**src/rtl/wb_i2c_reg_slave.sv**
```systemverilog
// Wishbone register front-end for the I2C byte engine: CSR/DPR/CMDR/FSMR decode,
// command issue over a valid/ready handshake, and completion status with a sticky irq.
module wb_i2c_reg_slave #(
    parameter int ADDR_WIDTH = 2,
    parameter int DATA_WIDTH = 8
) (
    input  logic                  clk_i,
    input  logic                  rst_i,
    input  logic                  cyc_i,
    input  logic                  stb_i,
    input  logic                  we_i,
    input  logic [ADDR_WIDTH-1:0] adr_i,
    input  logic [DATA_WIDTH-1:0] dat_i,
    output logic [DATA_WIDTH-1:0] dat_o,
    output logic                  ack_o,
    output logic                  irq_o,
    output logic                  cmd_valid_o,
    input  logic                  cmd_ready_i,
    output logic [2:0]            cmd_o,
    output logic [7:0]            tx_data_o,
    input  logic                  rsp_valid_i,
    input  logic                  rsp_done_i,
    input  logic                  rsp_nack_i,
    input  logic                  rsp_arb_i,
    input  logic [7:0]            rx_data_i,
    input  logic                  bus_busy_i,
    input  logic                  bus_capt_i,
    input  logic [3:0]            bus_id_i,
    input  logic [7:0]            fsm_state_i
);

    localparam logic [1:0] A_CSR  = 2'd0;
    localparam logic [1:0] A_DPR  = 2'd1;
    localparam logic [1:0] A_CMDR = 2'd2;
    localparam logic [1:0] A_FSMR = 2'd3;

    // ISSUE is the one-cycle gap between the CMDR write and cmd_valid_o rising.
    typedef enum logic [1:0] {S_IDLE, S_ISSUE, S_REQ, S_WAIT} state_t;
    state_t state_q, state_d;

    logic       e_q, ie_q;
    logic [7:0] dpr_q;
    logic       don_q, nak_q, al_q, err_q;
    logic [2:0] cmd_f_q;

    logic [1:0] adr;
    logic [7:0] wdat;
    logic       req, wr, rd;
    logic       wr_csr, wr_dpr, wr_cmdr, rd_cmdr;
    logic       e_d, busy, cmdr_wr, issue, rsv, complete;
    logic       irq_set, irq_clr;
    logic [7:0] rd_byte;

    always_comb begin
        adr      = adr_i[1:0];
        wdat     = dat_i[7:0];
        req      = cyc_i & stb_i & ~ack_o;
        wr       = req & we_i;
        rd       = req & ~we_i;
        wr_csr   = wr & (adr == A_CSR);
        wr_dpr   = wr & (adr == A_DPR) & e_q;
        wr_cmdr  = wr & (adr == A_CMDR);
        rd_cmdr  = rd & (adr == A_CMDR);
        e_d      = wr_csr ? wdat[7] : e_q;
        busy     = (state_q != S_IDLE);
        cmdr_wr  = wr_cmdr & e_q;
        issue    = cmdr_wr & ~busy & (wdat[2:0] != 3'b111);
        rsv      = cmdr_wr & ~busy & (wdat[2:0] == 3'b111);
        // Clearing E in the same cycle aborts, so a coincident response is dropped.
        complete = rsp_valid_i & (state_q == S_WAIT) & e_d;
        irq_set  = ie_q & (complete | rsv);
        irq_clr  = rd_cmdr | (wr_csr & ~wdat[6]);
    end

    always_comb begin
        rd_byte = 8'h00;
        case (adr)
            A_CSR:  rd_byte = {e_q, ie_q, bus_busy_i, bus_capt_i, bus_id_i};
            A_DPR:  rd_byte = dpr_q;
            A_CMDR: rd_byte = {don_q, nak_q, al_q, err_q, 1'b0, cmd_f_q};
            A_FSMR: rd_byte = fsm_state_i;
            default: rd_byte = 8'h00;
        endcase
    end

    // Command FSM: state register
    always_ff @(posedge clk_i) begin
        if (!rst_i) state_q <= S_IDLE;
        else        state_q <= state_d;
    end

    // Command FSM: next state
    always_comb begin
        state_d = state_q;
        if (!e_d) begin
            state_d = S_IDLE;
        end else begin
            case (state_q)
                S_IDLE:  if (issue) state_d = S_ISSUE;
                S_ISSUE: state_d = S_REQ;
                S_REQ:   if (cmd_ready_i) state_d = S_WAIT;
                S_WAIT:  if (rsp_valid_i) state_d = S_IDLE;
                default: state_d = S_IDLE;
            endcase
        end
    end

    // Command FSM: outputs
    always_comb begin
        cmd_valid_o = (state_q == S_REQ);
    end

    always_ff @(posedge clk_i) begin
        if (!rst_i) begin
            ack_o     <= 1'b0;
            dat_o     <= '0;
            irq_o     <= 1'b0;
            cmd_o     <= 3'd0;
            tx_data_o <= 8'h00;
            e_q       <= 1'b0;
            ie_q      <= 1'b0;
            dpr_q     <= 8'h00;
            don_q     <= 1'b1;
            nak_q     <= 1'b0;
            al_q      <= 1'b0;
            err_q     <= 1'b0;
            cmd_f_q   <= 3'd0;
        end else begin
            ack_o <= req;
            dat_o <= req ? DATA_WIDTH'(rd_byte) : '0;

            if (wr_csr) begin
                e_q  <= wdat[7];
                ie_q <= wdat[6];
            end

            if (issue) begin
                cmd_o     <= wdat[2:0];
                tx_data_o <= dpr_q;
            end

            if (!e_d) begin
                dpr_q   <= 8'h00;
                don_q   <= 1'b1;
                nak_q   <= 1'b0;
                al_q    <= 1'b0;
                err_q   <= 1'b0;
                cmd_f_q <= 3'd0;
                irq_o   <= 1'b0;
            end else begin
                // Read-byte completion beats a coincident DPR write.
                if (complete && (cmd_o[2:1] == 2'b01)) dpr_q <= rx_data_i;
                else if (wr_dpr)                       dpr_q <= wdat;

                if (issue) begin
                    {don_q, nak_q, al_q, err_q} <= 4'b0000;
                    cmd_f_q <= wdat[2:0];
                end else if (rsv) begin
                    {don_q, nak_q, al_q, err_q} <= 4'b0001;
                    cmd_f_q <= 3'b111;
                end else if (cmdr_wr && busy) begin
                    err_q <= 1'b1;
                end

                if (complete) begin
                    don_q <= rsp_done_i;
                    nak_q <= rsp_nack_i;
                    al_q  <= rsp_arb_i;
                end

                if (irq_set)      irq_o <= 1'b1;
                else if (irq_clr) irq_o <= 1'b0;
            end
        end
    end

endmodule

```
**config.mk**
```make
export PLATFORM = sky130hd
export DESIGN_NAME = wb_i2c_reg_slave
export DESIGN_NICKNAME = d
export VERILOG_FILES = /design/src/rtl/wb_i2c_reg_slave.sv
export SDC_FILE = /design/constraint.sdc
export NUM_CORES = 1
export LEC_CHECK = 0
export CAP_MARGIN = 25
export CORE_MARGIN = 1.5
export CORE_UTILIZATION = 49
export DETAILED_ROUTE_END_ITERATION = 10
export PLACE_DENSITY = 0.84
export RECOVER_POWER = 50
export SETUP_SLACK_MARGIN = 0.4
export SYNTH_ARGS = -nofsm -noshare
export SYNTH_HDL_FRONTEND = slang
export SYNTH_SLANG_ARGS = --single-unit
export TNS_END_PERCENT = 10
```
**constraint.sdc**
```tcl
create_clock -name clk_i -period 2.7 [get_ports clk_i]
set_clock_uncertainty 0.05 [all_clocks]
set_input_delay 0.27 -clock clk_i [delete_from_list [all_inputs] [get_ports clk_i]]
set_output_delay 0.27 -clock clk_i [all_outputs]
set_load 0.03 [all_outputs]
```
Word-level counts from Yosys, hierarchy flattened. Index checks and enable logic that the tools add are counted.

Register bits: 40. Word-level logic and storage cells: 84. Output and inout bits: 22. Bits of input ports: 42.

Eq/ne operators: 12. Bitwise gates (word level): 25. Muxes and demuxes: 19. Reductions and logical operators: 14.

Operator list (number): case mux 8 bit (4 select lines) (1); bitwise AND 1 bit (17); 2-to-1 mux 8 bit (2); 2-to-1 mux 1 bit (10); nonzero test 2 bit (5); equality test 2 bit (second input constant) (4); case mux 2 bit (4 select lines) (1); equality test 2 x 1 -> 1 bit (second input constant) (3); 2-to-1 mux 2 bit (3); 2-to-1 mux 3 bit (2); inverter 1 bit (6); logical NOT 2 bit (2); != test 2 bit (second input constant) (2); AND reduction 2 bit (2); equality test 3 bit (second input constant) (1); != test 3 bit (second input constant) (1); AND reduction 3 bit (1); nonzero test 3 bit (1); OR reduction 3 bit (1); logical AND 1 bit (2); != test 2 x 1 -> 1 bit (second input constant) (1); OR 1 bit (2).

Longest topological paths before layout.
Depth in word-level cells: 10. Mapped depth: 6. Depth with buffers taken out: 6.

Worst setup path after synthesis. No wires, ideal clock.

Path type: register -> register. Start: register ack_o. End: register dpr_q[1]. Data required time: 2.515 ns. Arrival time: 1.507 ns. Setup time: 0.135 ns. Path buffers: 1. Period minus slack after synthesis: 1.692 ns. Path slack: 1.008 ns. Cell stages (with the launch flop): 6. Cells stage by stage: dfxtp_1 > and4bb_2 > and3_1 > o21ai_2 > buf_6 > a211oi_2.

Word-level cells in the longest chain between the ends: 8. Elaborated cells on any way between the ends: 12. Those cells by class: 2 x mux; 7 x bitwise; 3 x reduce/logical.

RTL lines: start: declaration (line 15) `output logic ack_o,`; start signal: assignment (line 129) `ack_o <= req;`; inverter 1 bit * (line 57) `req = cyc_i & stb_i & ~ack_o;`; bitwise AND 1 bit * (line 57); bitwise AND 1 bit * (line 58) `wr = req & we_i;`; bitwise AND 1 bit (line 60) `wr_csr = wr & (adr == A_CSR);`; 2-to-1 mux 1 bit; bitwise AND 1 bit (line 70) `complete = rsp_valid_i & (state_q == S_WAIT) & e_d;`; logical AND 1 bit (line 152) `if (complete && (cmd_o[2:1] == 2'b01)) dpr_q <= rx_data_i;`; 2-to-1 mux 8 bit / nonzero test 2 bit (equally long branches); end signal: assignment (line 152); end signal: assignment (line 153) `else if (wr_dpr) dpr_q <= wdat;`; end: declaration (line 42) `logic [7:0] dpr_q;`.

Mark *: on every way between the ends. The rest lies on a longest branch, timed or not. A chain may end at the register's enable or synchronous reset.

Worst setup path in the final report.
Start: input port adr_i[0]. End: register dpr_q[5].

Word-level cells in the longest chain between the ends: 6. Elaborated cells on any way between the ends: 11. Those cells by class: 1 x eq/ne; 2 x mux; 4 x bitwise; 4 x reduce/logical.

RTL lines: start: declaration (line 12) `input logic [ADDR_WIDTH-1:0] adr_i,`; logical NOT 2 bit (line 60); bitwise AND 1 bit (line 60); 2-to-1 mux 1 bit; bitwise AND 1 bit (line 70); logical AND 1 bit (line 152); 2-to-1 mux 8 bit / nonzero test 2 bit (equally long branches).

Several ways; a longest one is shown, not always the timed one.

==> qor.txt <==
status = complete, no violations
initial antenna violation count = 0
main flop type after synthesis = dfxtp_1
Least-Margin Pin Slew = 0.7102 ns
share of layout cells above drive strength 1 = 0.1094
nets@finish = 301
Setup violations, final = 0
Layout area overhead = 39.51%
Die Ht = 66.56 um
syn_nets = 235
Synth top area share = 0.4046
Final Slew Violations = 0
post-cts sizing count = 0
final hold slack = 0.4326 ns
register bit total from synthesis = 40
vias = 1676
most common cell after layout, fill and taps aside = clkdlybuf4s50_1
post-synth top area cell = dfxtp_1
total gr overflow = 0
gpl congestion = 0.9147
Post-DP HPWL = 3529 um
Max Fclk = 450.6 MHz
Hold Path Class = reg -> reg
largest cells by area after synthesis = dfxtp_1 (40%), mux2i_1 (11%), mux4_2 (8.0%)
Placeable Area = 3771 um^2
count of final hold-check violations = 0
postcts setup bufs = 0
Die W = 66.56 um
Synth Area per Inst = 10.47 um^2
Multi-input gate area = 1076 um^2
drt drc = 0
total power = 1.257 mW
number of diodes = 0
ys async rst share = 0
CP max-delay cell = dlygate4sd3_1
CTS root buf = clkbuf_8
Synth Cell Area = 1979 um^2
Die ar. = 4430 um^2
Worst Path Arrival = 2.33 ns
Slew headroom = 0.5265
Syn Inst Count = 189
CTS tree = done
CTS buffer count = 5
Fillers = 279
Seq/Total Area, Yosys = 0.4046
Hold-fix buffers, CTS = 0
DR vias/cell = 5.513
storage element area = 800.8 um^2
GRT Util Overall = 0.2433
crit path max fanout = 14
Skew-Pair Late Insertion Delay = 0.30 ns
largest net degree at the start of global routing = 15
area post-placement = 2643 um^2
clock sinks = 40
post-synth cell types = 42
Crit. End Element = register
wire per inst = 15.80 um
Post-synth EDFFs = 0
CP bufs+invs = 2
most frequent cells in the layout = clkdlybuf4s50_1 (41), dfxtp_1 (40), dlygate4sd3_1 (22), mux2i_1 (21), nor2b_1 (17)
DRT Pass-1 Iters = 4
CP cell instances = dlygate4sd3_1 > and4bb_1 > a21boi_0 > o21ai_0 > buf_4 > a211oi_1
count of boundary I/O pins = 64
RSZ-0062 raised after global routing = false
first-pass GRT wire length = 7990 um
Worst Setup Path Type = in -> reg
Final period util = 0.8219
CP startpoint kind = primary input
Buffers on Ports = 63
CTS clk-pin slew, worst paths = 0.08 ns
slowest stage delay, CP = 0.59 ns
vias in the first global route = 1649
CP delay by family, top = buffers and inverters
Pwr Density = 455.1 nW/um^2
warning count from the yosys run = 0
FP Rows = 22
number of routed nets with antenna violations = 0
Design Area, Final = 2761 um^2
setup_tns = 0 ns
data required time of the critical path = 2.81 ns
min Tclk post-route = 2.219 ns
H-tree Lvls = 2
Initial Util = 0.5249
clk buf depth = 2
Lkg Pwr = 1.123 nW
drt first-iter violations = 99
Max VDD drop = 0.0003413 V
final WL = 4802 um
Max-Cap Viols = 0
## worst reg2reg max path, cell delays in order, from the launching register on
cell and delay [ns]:
dfxtp_1 0.41, and4bb_1 0.28, and3_1 0.20, o21ai_0 0.53, buf_4 0.33, a211oi_1 0.07
## synthesized netlist by cell type, types with 2 or more instances
| master | number |
|---|---|
| a21oi_1 | 14 |
| a211oi_1 | 6 |
| nand2b_1 | 10 |
| a211oi_2 | 2 |
| inv_1 | 7 |
| clkbuf_1 | 3 |
| buf_4 | 2 |
| o21ai_0 | 5 |
| nand4b_1 | 2 |
| nor2_1 | 7 |
| mux2i_1 | 21 |
| nand4_1 | 3 |
| o221a_2 | 2 |
| dfxtp_1 | 40 |
| buf_2 | 3 |
| ha_1 | 4 |
| nand3_1 | 5 |
| nor2b_1 | 17 |
| and3_1 | 5 |
| mux4_2 | 7 |
| o21ai_2 | 2 |
| a21boi_0 | 2 |
## cell families after synthesis
kind of cell               count (synthesis)  share of synthesized area
muxes                                     28                     0.1858
AOI/OAI and AO/OA                         41                     0.1422
adders and majority gates                  4                    0.02529
and+or+nand+nor                           59                     0.1922
DFF                                       40                     0.4046
buffers and inverters                     17                    0.04993
## through the flow
stage / setup slack (ns) / instances / util
floorplan: 1.008 / 189 / -
global placement: 0.6204 / 296 / 0.7007
detailed placement: 0.6120 / 296 / 0.7007
CTS: 0.7539 / 304 / 0.7342
global route: 0.3669 / 304 / 0.7323
finish: 0.4810 / 304 / 0.7323
## layer usage
layer,share of wire,global-route usage,vias up
met5,0,0,-
met3,0.052,0.05068,10
met1,0.46,0.3227,784
met4,0.017,0.09949,0
met2,0.47,0.3850,58
li1,-,-,824
## state kept, by name, summed over array words and instances, names as in the netlist, 2 cells and up
name and flops:
dat_o 8, cmd_f_q 3, dpr_q 8, state_q 2
cmd_o 3, tx_data_o 8
## report_power, final
part / leakage (nW) / internal [mW] / total, mW / switching, mW
sequential: 0.323 / 0.592 / 0.594 / 0.00160
combinational: 0.736 / 0.0809 / 0.125 / 0.0441
clock: 0.0645 / 0.326 / 0.538 / 0.212
total: 1.12 / 0.999 / 1.26 / 0.257
## worst paths after layout
path	start	end	slack, ns	depth (start not counted)
worst max-delay path	adr_i[0]	dpr_q[5]	0.48	6
worst min-delay path	irq_o	irq_o	0.43	2
worst max register to register	ack_o	dpr_q[5]	0.69	5
worst min register to register	irq_o	irq_o	0.43	2
## layout make-up
cell class | count | area share
repair buffers | 69 | 0.2433
clock buffers | 7 | 0.03489
flip-flops and latches | 40 | 0.2900
inverters | 7 | 0.009515
multi-input cells | 132 | 0.3897
clock inverters | 1 | 0.01087
well taps | 48 | 0.02175
No activity file was read; power rests on OpenSTA's default activity.
==> patch (config.mk and constraints unchanged) <==
Register the output `irq_o` once more, cleared by the reset; this adds one clock of latency there. The other outputs are not delayed to match.
--- a/src/rtl/wb_i2c_reg_slave.sv
+++ b/src/rtl/wb_i2c_reg_slave.sv
@@ -36,6 +36,8 @@
 
     // ISSUE is the one-cycle gap between the CMDR write and cmd_valid_o rising.
     typedef enum logic [1:0] {S_IDLE, S_ISSUE, S_REQ, S_WAIT} state_t;
+
+    logic irq_s0;
     state_t state_q, state_d;
 
     logic       e_q, ie_q;
@@ -114,7 +116,7 @@
         if (!rst_i) begin
             ack_o     <= 1'b0;
             dat_o     <= '0;
-            irq_o     <= 1'b0;
+            irq_s0    <= 1'b0;
             cmd_o     <= 3'd0;
             tx_data_o <= 8'h00;
             e_q       <= 1'b0;
@@ -146,7 +148,7 @@
                 al_q    <= 1'b0;
                 err_q   <= 1'b0;
                 cmd_f_q <= 3'd0;
-                irq_o   <= 1'b0;
+                irq_s0  <= 1'b0;
             end else begin
                 // Read-byte completion beats a coincident DPR write.
                 if (complete && (cmd_o[2:1] == 2'b01)) dpr_q <= rx_data_i;
@@ -168,9 +170,17 @@
                     al_q  <= rsp_arb_i;
                 end
 
-                if (irq_set)      irq_o <= 1'b1;
-                else if (irq_clr) irq_o <= 1'b0;
+                if (irq_set)      irq_s0 <= 1'b1;
+                else if (irq_clr) irq_s0 <= 1'b0;
             end
+        end
+    end
+
+    always_ff @(posedge clk_i) begin
+        if (!rst_i) begin
+            irq_o <= '0;
+        end else begin
+            irq_o <= irq_s0;
         end
     end
 
Formal check against the unedited RTL: not equivalent (Yosys sat finds a counterexample within 4 cycles, from zero or initial values and one cycle with rst_i low).
==> patch against the original RTL <==
  * Synthesized area grew 1.3%
  * Sequential cell count is 1 higher
  * Final area decreased by 0.54%
  * Count of clock-buffer cells in the layout shrank 1
  * Worst setup slack better by 0.14 ns
  * Wire length rose by 5.0%
  * Clock power decreased by 27%
  * Total power down 10%
==> patch: results <==
[status]
status = finished, final reports clean

[logic_synthesis]
synthAdderAreaFrac_pct = 2.50
syn_nets = 237
synth_common_cells = 41 x dfxtp_1, 21 x mux2i_1, 17 x nor2b_1
synth_compound_area_share_pct = 14.0
yosysUniqueCellTypes = 43
ys_seq_area_share_pct = 40.9
ys_top_cells_by_area = dfxtp_1 41%, mux2i_1 10%, mux4_2 7.9%

[timing]
fmax_ghz = 0.481
hold_slack_ns = 0.417
slew_headroom_pct = 51.9

[worst_setup_path]
worstPathMaxFanout = 11
regToRegSetupSlack_ns = 0.91
worstReg2RegEnd = dpr_q[4]
regToRegStartpoint = state_q[0]

[min_path]
hold_end = irq_o
hold_path_startpoint = irq_s0
hold_depth = 1

[clock_tree]
cts_setup_buffers = 0
clk_pin_slew_ns = 0.08
post_cts_resized = 0

[global_route]
grt_pass1_vias = 1677
met1_usage_pct = 29.5
track_usage_pct = 23.9
met3_usage_pct = 6.59
met2_usage_pct = 39.9
grt_max_degree = 17
grt_pass1_wl_microns = 7850

[pwr]
p_leak_uw = 0.00110
clkPwrFrac_pct = 34.7
pwr-share-seq_pct = 54.0
worst_ir_drop_vdd_mv = 0.305
p_sw_share_pct = 22.9

[placed_design]
port_buffers = 63
dp_hpwl_microns = 3810
dpl-instance-area_sq_um = 2680
pre_cts_slack_ns = 0.519

[routing]
drc = 0
routedLengthMet1_microns = 2240
dr_wl_met3_microns = 278
wl_per_cell_microns = 16.3
drt-vias-per-instance = 5.59
dr_wl_met2_microns = 2460

[finish]
fill_cells = 332
drive_gt1_share_pct = 10.4
## patch: cell type report
| class | count | share of cell area, % |
|---|---|---|
| Tap cell | 50 | 2.28 |
| Clock buffer | 6 | 2.64 |
| Clock inverter | 2 | 0.364 |
| Multi-Input combinational cell | 133 | 39.4 |
| Timing Repair Buffer | 70 | 24.5 |
| Sequential cell | 41 | 29.9 |
| Inverter | 7 | 0.957 |
## patch: per-stage QoR
stage / power [uW] / cells / utilization [%]
global placement: 752 / 301 / 67.5
finish: 1130 / 309 / 69.2
CTS: 1140 / 309 / 69.5
floorplan: 669 / 191 / -
detailed placement: 752 / 301 / 67.5
global route: 1160 / 309 / 69.2
## patch: critical path, cell delays in order
cell and delay [ns]:
dlygate4sd3_1 0.65, clkbuf_1 0.29, nand2b_1 0.25, o21ai_0 0.20, buf_4 0.22, a21oi_1 0.09, a211oi_1 0.26
